<file path="src/rtl/mc_dp_pkg.sv">
// Shared sequencer states, ALU opcodes and register constants for the multi-cycle datapath.
// No logic, so no latency.
// No flow control of its own.
package mc_dp_pkg;

    typedef enum logic [2:0] {
        FETCH  = 3'd0,
        DECODE = 3'd1,
        EXEC   = 3'd2,
        MEM    = 3'd3,
        WB     = 3'd4,
        HALT   = 3'd5
    } state_t;

    localparam int ALU_AND = 0;
    localparam int ALU_OR  = 1;
    localparam int ALU_ADD = 2;
    localparam int ALU_SLL = 3;
    localparam int ALU_SRL = 4;
    localparam int ALU_SUB = 6;
    localparam int ALU_SLT = 7;
    localparam int ALU_NOR = 12;

    localparam logic [4:0] REG_RA = 5'd31;

endpackage

</file>
<file path="src/rtl/mc_dp_sequencer.sv">
// Instruction sequencer: FETCH/DECODE/EXEC/MEM/WB/HALT state machine with request holding and retire decode.
// Request and retire outputs are decoded from the current state and handshakes in the same cycle.
// Memory requests stay asserted until the matching ready; only reset withdraws them.
module mc_dp_sequencer
    import mc_dp_pkg::*;
(
    input  logic   i_clk,
    input  logic   i_rst_b,
    input  logic   i_halted,
    input  logic   i_imem_ready,
    input  logic   i_dmem_ready,
    input  logic   i_mem_read,
    input  logic   i_mem_write,
    input  logic   i_reg_write_enable,
    output state_t o_state,
    output logic   o_imem_req,
    output logic   o_dmem_req,
    output logic   o_fetch_done,
    output logic   o_mem_done,
    output logic   o_retire
);

    state_t r_state;
    logic   r_fetch_busy;
    logic   w_mem_op;
    logic   w_load_wb;

    assign w_mem_op  = i_mem_read | i_mem_write;
    assign w_load_wb = i_mem_read & i_reg_write_enable;

    // halted only counts on the first FETCH cycle; once a request is out it is held to completion
    assign o_imem_req   = i_rst_b & (r_state == FETCH) & (r_fetch_busy | ~i_halted);
    assign o_dmem_req   = i_rst_b & (r_state == MEM);
    assign o_fetch_done = o_imem_req & i_imem_ready;
    assign o_mem_done   = o_dmem_req & i_dmem_ready;
    assign o_retire     = i_rst_b & ((r_state == WB)
                                   | ((r_state == EXEC) & ~w_mem_op & ~i_reg_write_enable)
                                   | (o_mem_done & ~w_load_wb));
    assign o_state      = r_state;

    always_ff @(posedge i_clk or negedge i_rst_b) begin
        if (!i_rst_b) begin
            r_state      <= FETCH;
            r_fetch_busy <= 1'b0;
        end else begin
            case (r_state)
                FETCH: begin
                    if (!r_fetch_busy && i_halted) begin
                        r_state <= HALT;
                    end else if (o_fetch_done) begin
                        r_state      <= DECODE;
                        r_fetch_busy <= 1'b0;
                    end else begin
                        r_fetch_busy <= 1'b1;
                    end
                end
                DECODE: r_state <= EXEC;
                EXEC: begin
                    if (w_mem_op)                r_state <= MEM;
                    else if (i_reg_write_enable) r_state <= WB;
                    else                         r_state <= FETCH;
                end
                MEM: begin
                    if (o_mem_done) r_state <= w_load_wb ? WB : FETCH;
                end
                WB:      r_state <= FETCH;
                HALT:    r_state <= HALT;
                default: r_state <= FETCH;
            endcase
        end
    end

endmodule

</file>
<file path="src/rtl/multicycle_data_path.sv">
// Multi-cycle MIPS datapath: PC/IR/A/B/ALUOut/MDR registers, register file and ALU around the sequencer.
// Zero-wait latency: ALU op 4, load 5, store 4, branch/jump 3 cycles; each memory wait adds one.
// imem/dmem requests hold address and data stable until ready.
module multicycle_data_path
    import mc_dp_pkg::*;
#(
    parameter int               XLEN     = 32,
    parameter logic [XLEN-1:0]  RESET_PC = '0,
    parameter int               ALU_OP_W = 4
) (
    input  logic                clk,
    input  logic                rst_b,
    input  logic                halted,
    output logic [XLEN-1:0]     inst,
    output logic [XLEN-1:0]     inst_addr,
    output logic                imem_req,
    output logic [XLEN-1:0]     imem_addr,
    input  logic [XLEN-1:0]     imem_rdata,
    input  logic                imem_ready,
    output logic                dmem_req,
    output logic                dmem_we,
    output logic [XLEN-1:0]     dmem_addr,
    output logic [XLEN-1:0]     dmem_wdata,
    input  logic [XLEN-1:0]     dmem_rdata,
    input  logic                dmem_ready,
    input  logic                reg_dest,
    input  logic                alu_src,
    input  logic                mem_or_reg,
    input  logic                reg_or_mem,
    input  logic                link,
    input  logic                branch,
    input  logic                branch_ne,
    input  logic                jump,
    input  logic                jump_register,
    input  logic                does_shift_amount_need,
    input  logic                mem_read,
    input  logic                mem_write,
    input  logic                reg_write_enable,
    input  logic [ALU_OP_W-1:0] alu_operation,
    output logic                retire,
    output logic                misaligned,
    output logic [2:0]          state
);

    function automatic logic [XLEN-1:0] alu_f(input logic [ALU_OP_W-1:0] op,
                                              input logic [XLEN-1:0]     a,
                                              input logic [XLEN-1:0]     b);
        logic [XLEN-1:0] y;
        case (op)
            ALU_OP_W'(ALU_AND): y = a & b;
            ALU_OP_W'(ALU_OR):  y = a | b;
            ALU_OP_W'(ALU_ADD): y = a + b;
            ALU_OP_W'(ALU_SLL): y = a << b[4:0];
            ALU_OP_W'(ALU_SRL): y = a >> b[4:0];
            ALU_OP_W'(ALU_SUB): y = a - b;
            ALU_OP_W'(ALU_SLT): y = ($signed(a) < $signed(b)) ? XLEN'(1) : '0;
            ALU_OP_W'(ALU_NOR): y = ~(a | b);
            default:            y = '0;
        endcase
        return y;
    endfunction

    state_t          w_state;
    logic            w_fetch_done, w_mem_done;
    logic [XLEN-1:0] r_pc, r_ir, r_inst_addr, r_a, r_b, r_alu_out, r_mdr;
    logic            r_misaligned;
    logic [XLEN-1:0] r_rf [0:31];
    logic [4:0]      w_rs, w_rt, w_rd, w_wb_addr;
    logic [XLEN-1:0] w_rs_val, w_rt_val, w_imm_sext, w_shamt, w_op2, w_alu_res;
    logic [XLEN-1:0] w_pc_plus4, w_wb_data, w_jump_tgt, w_branch_off;
    logic            w_zero, w_taken;

    mc_dp_sequencer u_seq (
        .i_clk              (clk),
        .i_rst_b            (rst_b),
        .i_halted           (halted),
        .i_imem_ready       (imem_ready),
        .i_dmem_ready       (dmem_ready),
        .i_mem_read         (mem_read),
        .i_mem_write        (mem_write),
        .i_reg_write_enable (reg_write_enable),
        .o_state            (w_state),
        .o_imem_req         (imem_req),
        .o_dmem_req         (dmem_req),
        .o_fetch_done       (w_fetch_done),
        .o_mem_done         (w_mem_done),
        .o_retire           (retire)
    );

    assign w_rs         = r_ir[25:21];
    assign w_rt         = r_ir[20:16];
    assign w_rd         = r_ir[15:11];
    assign w_rs_val     = (w_rs == 5'd0) ? '0 : r_rf[w_rs];
    assign w_rt_val     = (w_rt == 5'd0) ? '0 : r_rf[w_rt];
    assign w_imm_sext   = {{(XLEN-16){r_ir[15]}}, r_ir[15:0]};
    assign w_shamt      = XLEN'(r_ir[10:6]);
    assign w_op2        = does_shift_amount_need ? w_shamt : (alu_src ? w_imm_sext : r_b);
    assign w_alu_res    = alu_f(alu_operation, r_a, w_op2);
    assign w_zero       = (w_alu_res == '0);
    assign w_taken      = (branch & w_zero) | (branch_ne & ~w_zero);
    assign w_branch_off = {w_imm_sext[XLEN-3:0], 2'b00};
    assign w_jump_tgt   = {r_pc[XLEN-1:28], r_ir[25:0], 2'b00};
    // PC has already moved on by WB (jal), so the link value is rebuilt from the IR's own address
    assign w_pc_plus4   = r_inst_addr + XLEN'(4);
    assign w_wb_addr    = link ? REG_RA : (reg_dest ? w_rd : w_rt);
    assign w_wb_data    = reg_or_mem ? w_pc_plus4 : (mem_or_reg ? r_mdr : r_alu_out);

    always_ff @(posedge clk or negedge rst_b) begin
        if (!rst_b) begin
            r_pc         <= RESET_PC;
            r_ir         <= '0;
            r_inst_addr  <= RESET_PC;
            r_a          <= '0;
            r_b          <= '0;
            r_alu_out    <= '0;
            r_mdr        <= '0;
            r_misaligned <= 1'b0;
        end else begin
            if (w_fetch_done) begin
                r_ir        <= imem_rdata;
                r_inst_addr <= r_pc;
                r_pc        <= r_pc + XLEN'(4);
            end
            if (w_state == DECODE) begin
                r_a <= w_rs_val;
                r_b <= w_rt_val;
            end
            if (w_state == EXEC) begin
                r_alu_out <= w_alu_res;
                if (jump_register) r_pc <= r_a;
                else if (jump)     r_pc <= w_jump_tgt;
                else if (w_taken)  r_pc <= r_pc + w_branch_off;
            end
            if (w_mem_done) r_mdr <= dmem_rdata;
            if (dmem_req && (r_alu_out[1:0] != 2'b00)) r_misaligned <= 1'b1;
        end
    end

    always_ff @(posedge clk) begin
        if ((w_state == WB) && reg_write_enable && (w_wb_addr != 5'd0)) r_rf[w_wb_addr] <= w_wb_data;
    end

    assign inst       = r_ir;
    assign inst_addr  = r_inst_addr;
    assign imem_addr  = r_pc;
    assign dmem_addr  = {r_alu_out[XLEN-1:2], 2'b00};
    assign dmem_wdata = r_b;
    assign dmem_we    = dmem_req & mem_write;
    assign misaligned = r_misaligned;
    assign state      = w_state;

endmodule
</file>
<file path="config.mk">
export PLATFORM = sky130hd
export DESIGN_NAME = multicycle_data_path
export DESIGN_NICKNAME = d
export VERILOG_FILES = /design/src/rtl/mc_dp_pkg.sv /design/src/rtl/mc_dp_sequencer.sv /design/src/rtl/multicycle_data_path.sv
export SDC_FILE = /design/constraint.sdc
export NUM_CORES = 2
export LEC_CHECK = 0
export CAP_MARGIN = 5
export CORE_ASPECT_RATIO = 0.7
export CORE_UTILIZATION = 35
export DETAILED_ROUTE_END_ITERATION = 12
export GPL_ROUTABILITY_DRIVEN = 0
export SYNTH_ARGS = -nofsm -noshare
export SYNTH_HDL_FRONTEND = slang
export SYNTH_SLANG_ARGS = --single-unit
</file>
<file path="constraint.sdc">
create_clock -name clk -period 7.9 [get_ports clk]
set_clock_uncertainty 0.05 [all_clocks]
set_input_delay 1.58 -clock clk [delete_from_list [all_inputs] [get_ports clk]]
set_output_delay 1.58 -clock clk [all_outputs]
set_load 0.005 [all_outputs]
</file>
# After elaboration in Yosys (flattened, before gate mapping)
# Memories as Yosys holds them, arrays and structs flattened.
# Cells that the tools add are included.
# classes
add_sub_neg,5
order_cmp,1
n_eq_ne,15
shifts,2
n_mux,25
n_bitwise,27
n_reduce_logical,14
# ops
cell,n
$mux 32,11
$pmux 32 s8,1
$add 32x3->32 const B,2
$add 32x32->32,2
$and 32x32->32,1
$logic_not 32->1,1
$lt 32x32->1,1
$not 32->32,1
$or 32x32->32,1
$shl 32x5->32,1
$shr 32x5->32,1
$sub 32x32->32,1
$mux 3,6
$pmux 3 s5,1
$and 1x1->1,13
$eq 4x3->1 const B,3
$logic_not 5->1,2
$mux 5,2
$eq 4x2->1 const B,2
$eq 3x2->1 const B,2
$eq 3x3->1 const B,2
$not 1->1,6
$or 1x1->1,5
$reduce_bool 5->1,1
other kinds (13),20
# totals
ff_bits,229
ram_bits,1024
in_bits,86
output_inout_bits,168
word_cells,101
memories,1
# mem_list
name,depth,width,rd,rd_clocked_by_memory_dff,write_ports,line_no,text
r_rf,32,32,2,0,1,multicycle_data_path.sv:67,logic [XLEN-1:0] r_rf [0:31];

# Longest topological paths before layout
# depth
ltp_word,13
depth_mapped,24
depth_no_buf,20

# Hierarchy
# Synthesis repeated with hierarchy kept, for this count alone.
# hier_totals
cells_unflattened,4787
area_unflattened_um2,68717.2
# modules_own_cells
mod,instances,cells_each,area_each_um2,seq_area_each_um2
multicycle_data_path,1,4747,68383.1,36379.9
mc_dp_sequencer,1,40,334.1,100.1

# Least setup slack after synthesis
# Ideal clock, no wire load.
# synth_timing
path_type,input to register
start,input port alu_src
end,register r_pc[26] (netlist: imem_addr[26])
setup_ns,0.138
arrival_time_ns,6.531
required_time_ns,7.712
path_slack_ns,1.181
cell_stages,24
cell_sequence,buf_4 -> mux2_4 -> o21ai_4 -> inv_2 -> buf_2 -> buf_1 -> ha_1 -> inv_1 -> fa_1 -> o21bai_1 -> a2111oi_2 -> o31a_1 -> o211a_1 -> nor2b_1 -> or3_1 -> a21oi_1 -> or4_1 -> nor4bb_1 -> and3_1 -> and3_1 -> nand3_2 -> a31oi_4 -> buf_4 -> o221ai_1
# synth_via
elab_chain_cells,13
word_cells_on_any_way,21
cone_classes,2 x add/sub; 1 x order compare; 2 x shift; 8 x mux; 7 x bitwise; 1 x reduce/logical
# synth_rtl
item,line_no,text
start: declaration,multicycle_data_path.sv:27,"input logic alu_src,"
$mux 32 * (2 in a row),multicycle_data_path.sv:97,assign w_op2 = does_shift_amount_need ? w_shamt : (alu_src ? w_imm_sext : r_b);
$lt 32x32->1 or $or 32x32->32 (tied branches),"multicycle_data_path.sv:56, multicycle_data_path.sv:51, multicycle_data_path.sv:57",
$mux 1 or $not 32->32 (tied branches),"multicycle_data_path.sv:56, multicycle_data_path.sv:57",
$pmux 32 s8 *,multicycle_data_path.sv:49,case (op)
$logic_not 32->1 *,multicycle_data_path.sv:99,assign w_zero = (w_alu_res == '0);
$not 1->1,multicycle_data_path.sv:100,assign w_taken = (branch & w_zero) | (branch_ne & ~w_zero);
$and 1x1->1,multicycle_data_path.sv:100,
$or 1x1->1 *,multicycle_data_path.sv:100,
$mux 32 *,multicycle_data_path.sv:132,else if (w_taken) r_pc <= r_pc + w_branch_off;
$mux 32 *,multicycle_data_path.sv:131,else if (jump) r_pc <= w_jump_tgt;
$mux 32 *,multicycle_data_path.sv:130,if (jump_register) r_pc <= r_a;
$mux 32 *,multicycle_data_path.sv:128,if (w_state == EXEC) begin
end signal: assignment,multicycle_data_path.sv:130,
end signal: assignment,multicycle_data_path.sv:131,
end signal: assignment,multicycle_data_path.sv:132,
end: declaration,multicycle_data_path.sv:65,"logic [XLEN-1:0] r_pc, r_ir, r_inst_addr, r_a, r_b, r_alu_out, r_mdr;"
# Mark *: on every way between the ends. The rest lies on a longest branch, timed or not. The select of a mux whose other input is x is not followed.
# A chain may end at the register's enable or synchronous reset.

# Final worst setup path
# layout_timing
start,input port does_shift_amount_need
end,register r_pc[21] (netlist: imem_addr[21])
# layout_via
elab_chain_cells,12
word_cells_on_any_way,20
cone_classes,2 x add/sub; 1 x order compare; 2 x shift; 7 x mux; 7 x bitwise; 1 x reduce/logical
# layout_rtl
item,line_no,text
start: declaration,multicycle_data_path.sv:35,"input logic does_shift_amount_need,"
$mux 32 *,multicycle_data_path.sv:97,
$lt 32x32->1 or $or 32x32->32 (tied branches),"multicycle_data_path.sv:56, multicycle_data_path.sv:51, multicycle_data_path.sv:57",
$mux 1 or $not 32->32 (tied branches),"multicycle_data_path.sv:56, multicycle_data_path.sv:57",
$pmux 32 s8 *,multicycle_data_path.sv:49,
$logic_not 32->1 *,multicycle_data_path.sv:99,
$not 1->1,multicycle_data_path.sv:100,
$and 1x1->1,multicycle_data_path.sv:100,
$or 1x1->1 *,multicycle_data_path.sv:100,
$mux 32 *,multicycle_data_path.sv:132,
$mux 32 *,multicycle_data_path.sv:131,
$mux 32 *,multicycle_data_path.sv:130,
$mux 32 *,multicycle_data_path.sv:128,
# Marked as above.

==> out/qor.yml <==
setup_path:
  cp.buffers_inverters: 8
  arrival_ns: 8.38
  cp-end-kind: "flop"
  cpMostUsedCell: "buf_4"
  crit_path_start_kind: "input pin"
  cpPeakStageDelay_ns: 0.72
  crit_fanout: 16
  path_delay_family: "buffers and inverters"
  cp_slowest_cell: "a211oi_1"
  cp_cell_sequence: "clkdlybuf4s50_1 > buf_4 > inv_1 > buf_4 > nand2_1 > ha_1 > nor2b_1 > nand4_1 > nor3_1 > a211oi_1 > buf_4 > nor3b_1 > a2bb2oi_1 > nor2_1 > a2111oi_0 > buf_4 > nand4_1 > nor4_1 > and3_1 > buf_12 > nand3_2 > a31oi_4 > buf_12 > o221ai_1"
  ff2ff_setup_slack_ns: 0.72
  critical_path_required_ns: 8.46
  path_class: "in -> reg"
yosys:
  ys.flop_type: "edfxtp_1"
  syn_avg_cell_area_sq_um: 14.1
  synth-async-reset-ratio_pct: 18.3
  ys_types: 86
  yosys_warnings: 0
  syn_inst: 4848
  synth_area_sq_um: 68500
  synth-seq-area-share_pct: 53.2
  synth-seq-cells: 1253
  synth_edf_count: 1024
cts:
  h-tree-depth: 3
  tritoncts: "done"
  cts_buffer_depth: 3
  ctsHoldBuffers: 0
  cts-buffers-inserted: 113
  ctsResizeCount: 0
  clkSlewWorstSetupHoldPaths_ns: 0.06
  clock_sinks: 1253
  cts_root_buffer: "clkbuf_16"
  postCtsSetupBuffers: 0
  worstSkewPairLatency_ns: 0.78
place:
  place_area_sq_um: 74700
  portBuffers: 251
  dpl.cell_count: 7543
  hpwl_mm: 176
  pre_cts_ws_ns: -0.377
sta:
  timing.hold.ws_ns: 0.433
  finalHoldViolCount: 0
  setup_viol: 0
  relSlewSlack_pct: 14.0
  max_freq_mhz: 128
  fin_crit_sh_pct: 99.0
  rsz0062_at_grt: "no"
  maxSlewViolCount: 0
  finalSetupTns_ns: 0
  worst_slack_ns: 0.0822
  worstMarginPinSlew_ns: 1.27
  min_period_ns: 7.82
power:
  switching_share_pct: 22.8
  internal_power_mw: 10.4
  peakVddDrop_v: 0.000175
  power_frac_seq_pct: 53.0
  p_comb_share_pct: 5.1
  power_switching_mw: 3.09
  clock_power_share_pct: 41.8
  p_per_area_nw_per_um2: 173
  cellLeakagePower_nw: 27.3
  finalPower_mw: 13.5
finish:
  multi_input_area_sq_um: 30500
  nNetsFinal: 5285
  fillers: 17771
  area_growth_pct: 14.4
  drive_gt1_share_pct: 23.1
  postLayoutCellArea_sq_um: 78400
  seq_area_sq_um: 36500
  stdcell_count: 7773
  final_util_pct: 40.4
floorplanning:
  coreArea_sq_um: 194000
  die_w_microns: 531
  ioPinCount: 254
  start_util_pct: 35.3
  fp.dieH_microns: 372
  placementRows: 135
  dieArea_sq_um: 198000
global_route:
  grt_max_degree: 112
  grt_overflow_total: 0
  grt_pass1_vias: 46479
  grt_pass1_wl_mm: 363
  antenna_found_initial: 19
  grt_use_total_pct: 26.0
detailed_routing:
  drc: 0
  routed-via-count: 49559
  first_pass_iters: 11
  drt_wl_total_mm: 263
  drtAntennaViolNets: 0
  wl_per_cell_microns: 33.8
  drtIter0Drc: 8417
  vias_per_cell: 6.38
min_path:
  hold_class: "reg -> reg"
run_status:
  status: "completed"
run:
  cap_violations: 0
-- state kept, by name (all words and copies together), names as in the netlist --
signal,count
r_mdr,32
inst_addr,32
inst,32
dmem_wdata,32
imem_addr,32
u_seq.r_fetch_busy,1
r_a,32
u_seq.o_state,3
misaligned,1
r_alu_out,32
r_rf,1024
-- worst min-delay path: stages (launching register included) --
cell and delay [ns]:
dfrtp_1 0.34, nand2_1 0.05, nand2_1 0.06
-- cell usage after synthesis, drive strengths merged, types with 13 or more instances --
cell type  number  share of area (%)
edfxtp       1024                 45
mux4          581                 19
nand2         500                2.7
dfrtp         229                8.4
clkbuf        222                1.2
o21ai         202                1.5
nor2          193                1.1
mux2i         149                2.2
buf           148                1.2
ha            139                2.5
a21oi         137                1.0
mux2          133                2.2
o22ai         127                1.2
inv           120               0.66
xnor2          79                1.0
nor2b          78               0.71
o221ai         57               0.73
nand3          54               0.40
nand2b         49               0.45
nor3           48               0.35
a211oi         45               0.49
a22oi          43               0.47
xor2           41               0.52
o31ai          36               0.39
a31oi          28               0.28
o22a           28               0.36
o32ai          28               0.36
o211ai         26               0.28
or2            25               0.23
and3           22               0.20
nand4          22               0.20
a21o           21               0.23
nor4           19               0.17
o21bai         16               0.18
a221oi         13               0.17
o21a           13               0.14
-- cell usage in the layout (no fill, tap or decap), drive strengths merged, types with 41 or more instances in the layout --
cell type	n
edfxtp	1024
mux4	581
nand2	500
clkdlybuf4s50	246
dfrtp	229
o21ai	202
nor2	193
buf	185
mux2i	149
clkbuf	144
ha	139
a21oi	137
mux2	133
o22ai	127
inv	124
xnor2	79
nor2b	78
o221ai	57
nand3	54
clkinv	50
nand2b	49
nor3	48
a211oi	45
a22oi	43
xor2	41
-- worst paths after layout --
path	to	cells after the start	start
max reg2reg	imem_addr[21]	24	inst[6]
min reg2reg	inst[29]	2	inst[29]
max	imem_addr[21]	24	does_shift_amount_need
min	inst[29]	2	inst[29]
max in group asynchronous	dmem_wdata[14]	3	rst_b
min in group asynchronous	inst[13]	1	rst_b
-- logic make-up (layout without fill, tap and decap cells) --
| logic type | Yosys count | in the layout | synth area share, % |
|---|---|---|---|
| xor+xnor | 120 | 120 | 1.53 |
| mux | 863 | 863 | 23.5 |
| compound gates | 912 | 912 | 8.97 |
| buf+inv | 491 | 766 | 3.04 |
| fa+ha+maj | 142 | 142 | 2.63 |
| other cells | 1 | 48 | 0.00547 |
| simple gates | 1066 | 1066 | 7.12 |
| flops | 1253 | 1253 | 53.2 |
-- power by group through the flow --
stage	sequential [mW]	clock (mW)	combinational, mW
3_5_place_dp	7.32	0	0.659
6_report	7.18	5.66	0.692
2_1_floorplan	7.32	0	0.354
4_1_cts	7.18	5.70	0.661
3_3_place_gp	7.32	0	0.654
5_1_grt	7.18	5.94	0.721
-- cell type report --
type	count	share of cell area, %
clock buffers	144	3.78
inverters	121	0.579
flip-flops and latches	1253	46.6
multi-input cells	3137	38.9
repair buffers	431	5.08
well taps	2603	4.15
clock inverters	70	0.889
diodes	14	0.0447
-- routing by layer --
metal	vias up	GRT usage (%)	part of all wire, %
met4	38	7.38	3.3
met5	-	1.41	0.33
met2	3654	35.0	40
met1	25570	37.3	41
li1	19685	-	-
met3	612	11.5	15
No activity file was read; power rests on OpenSTA's default activity.
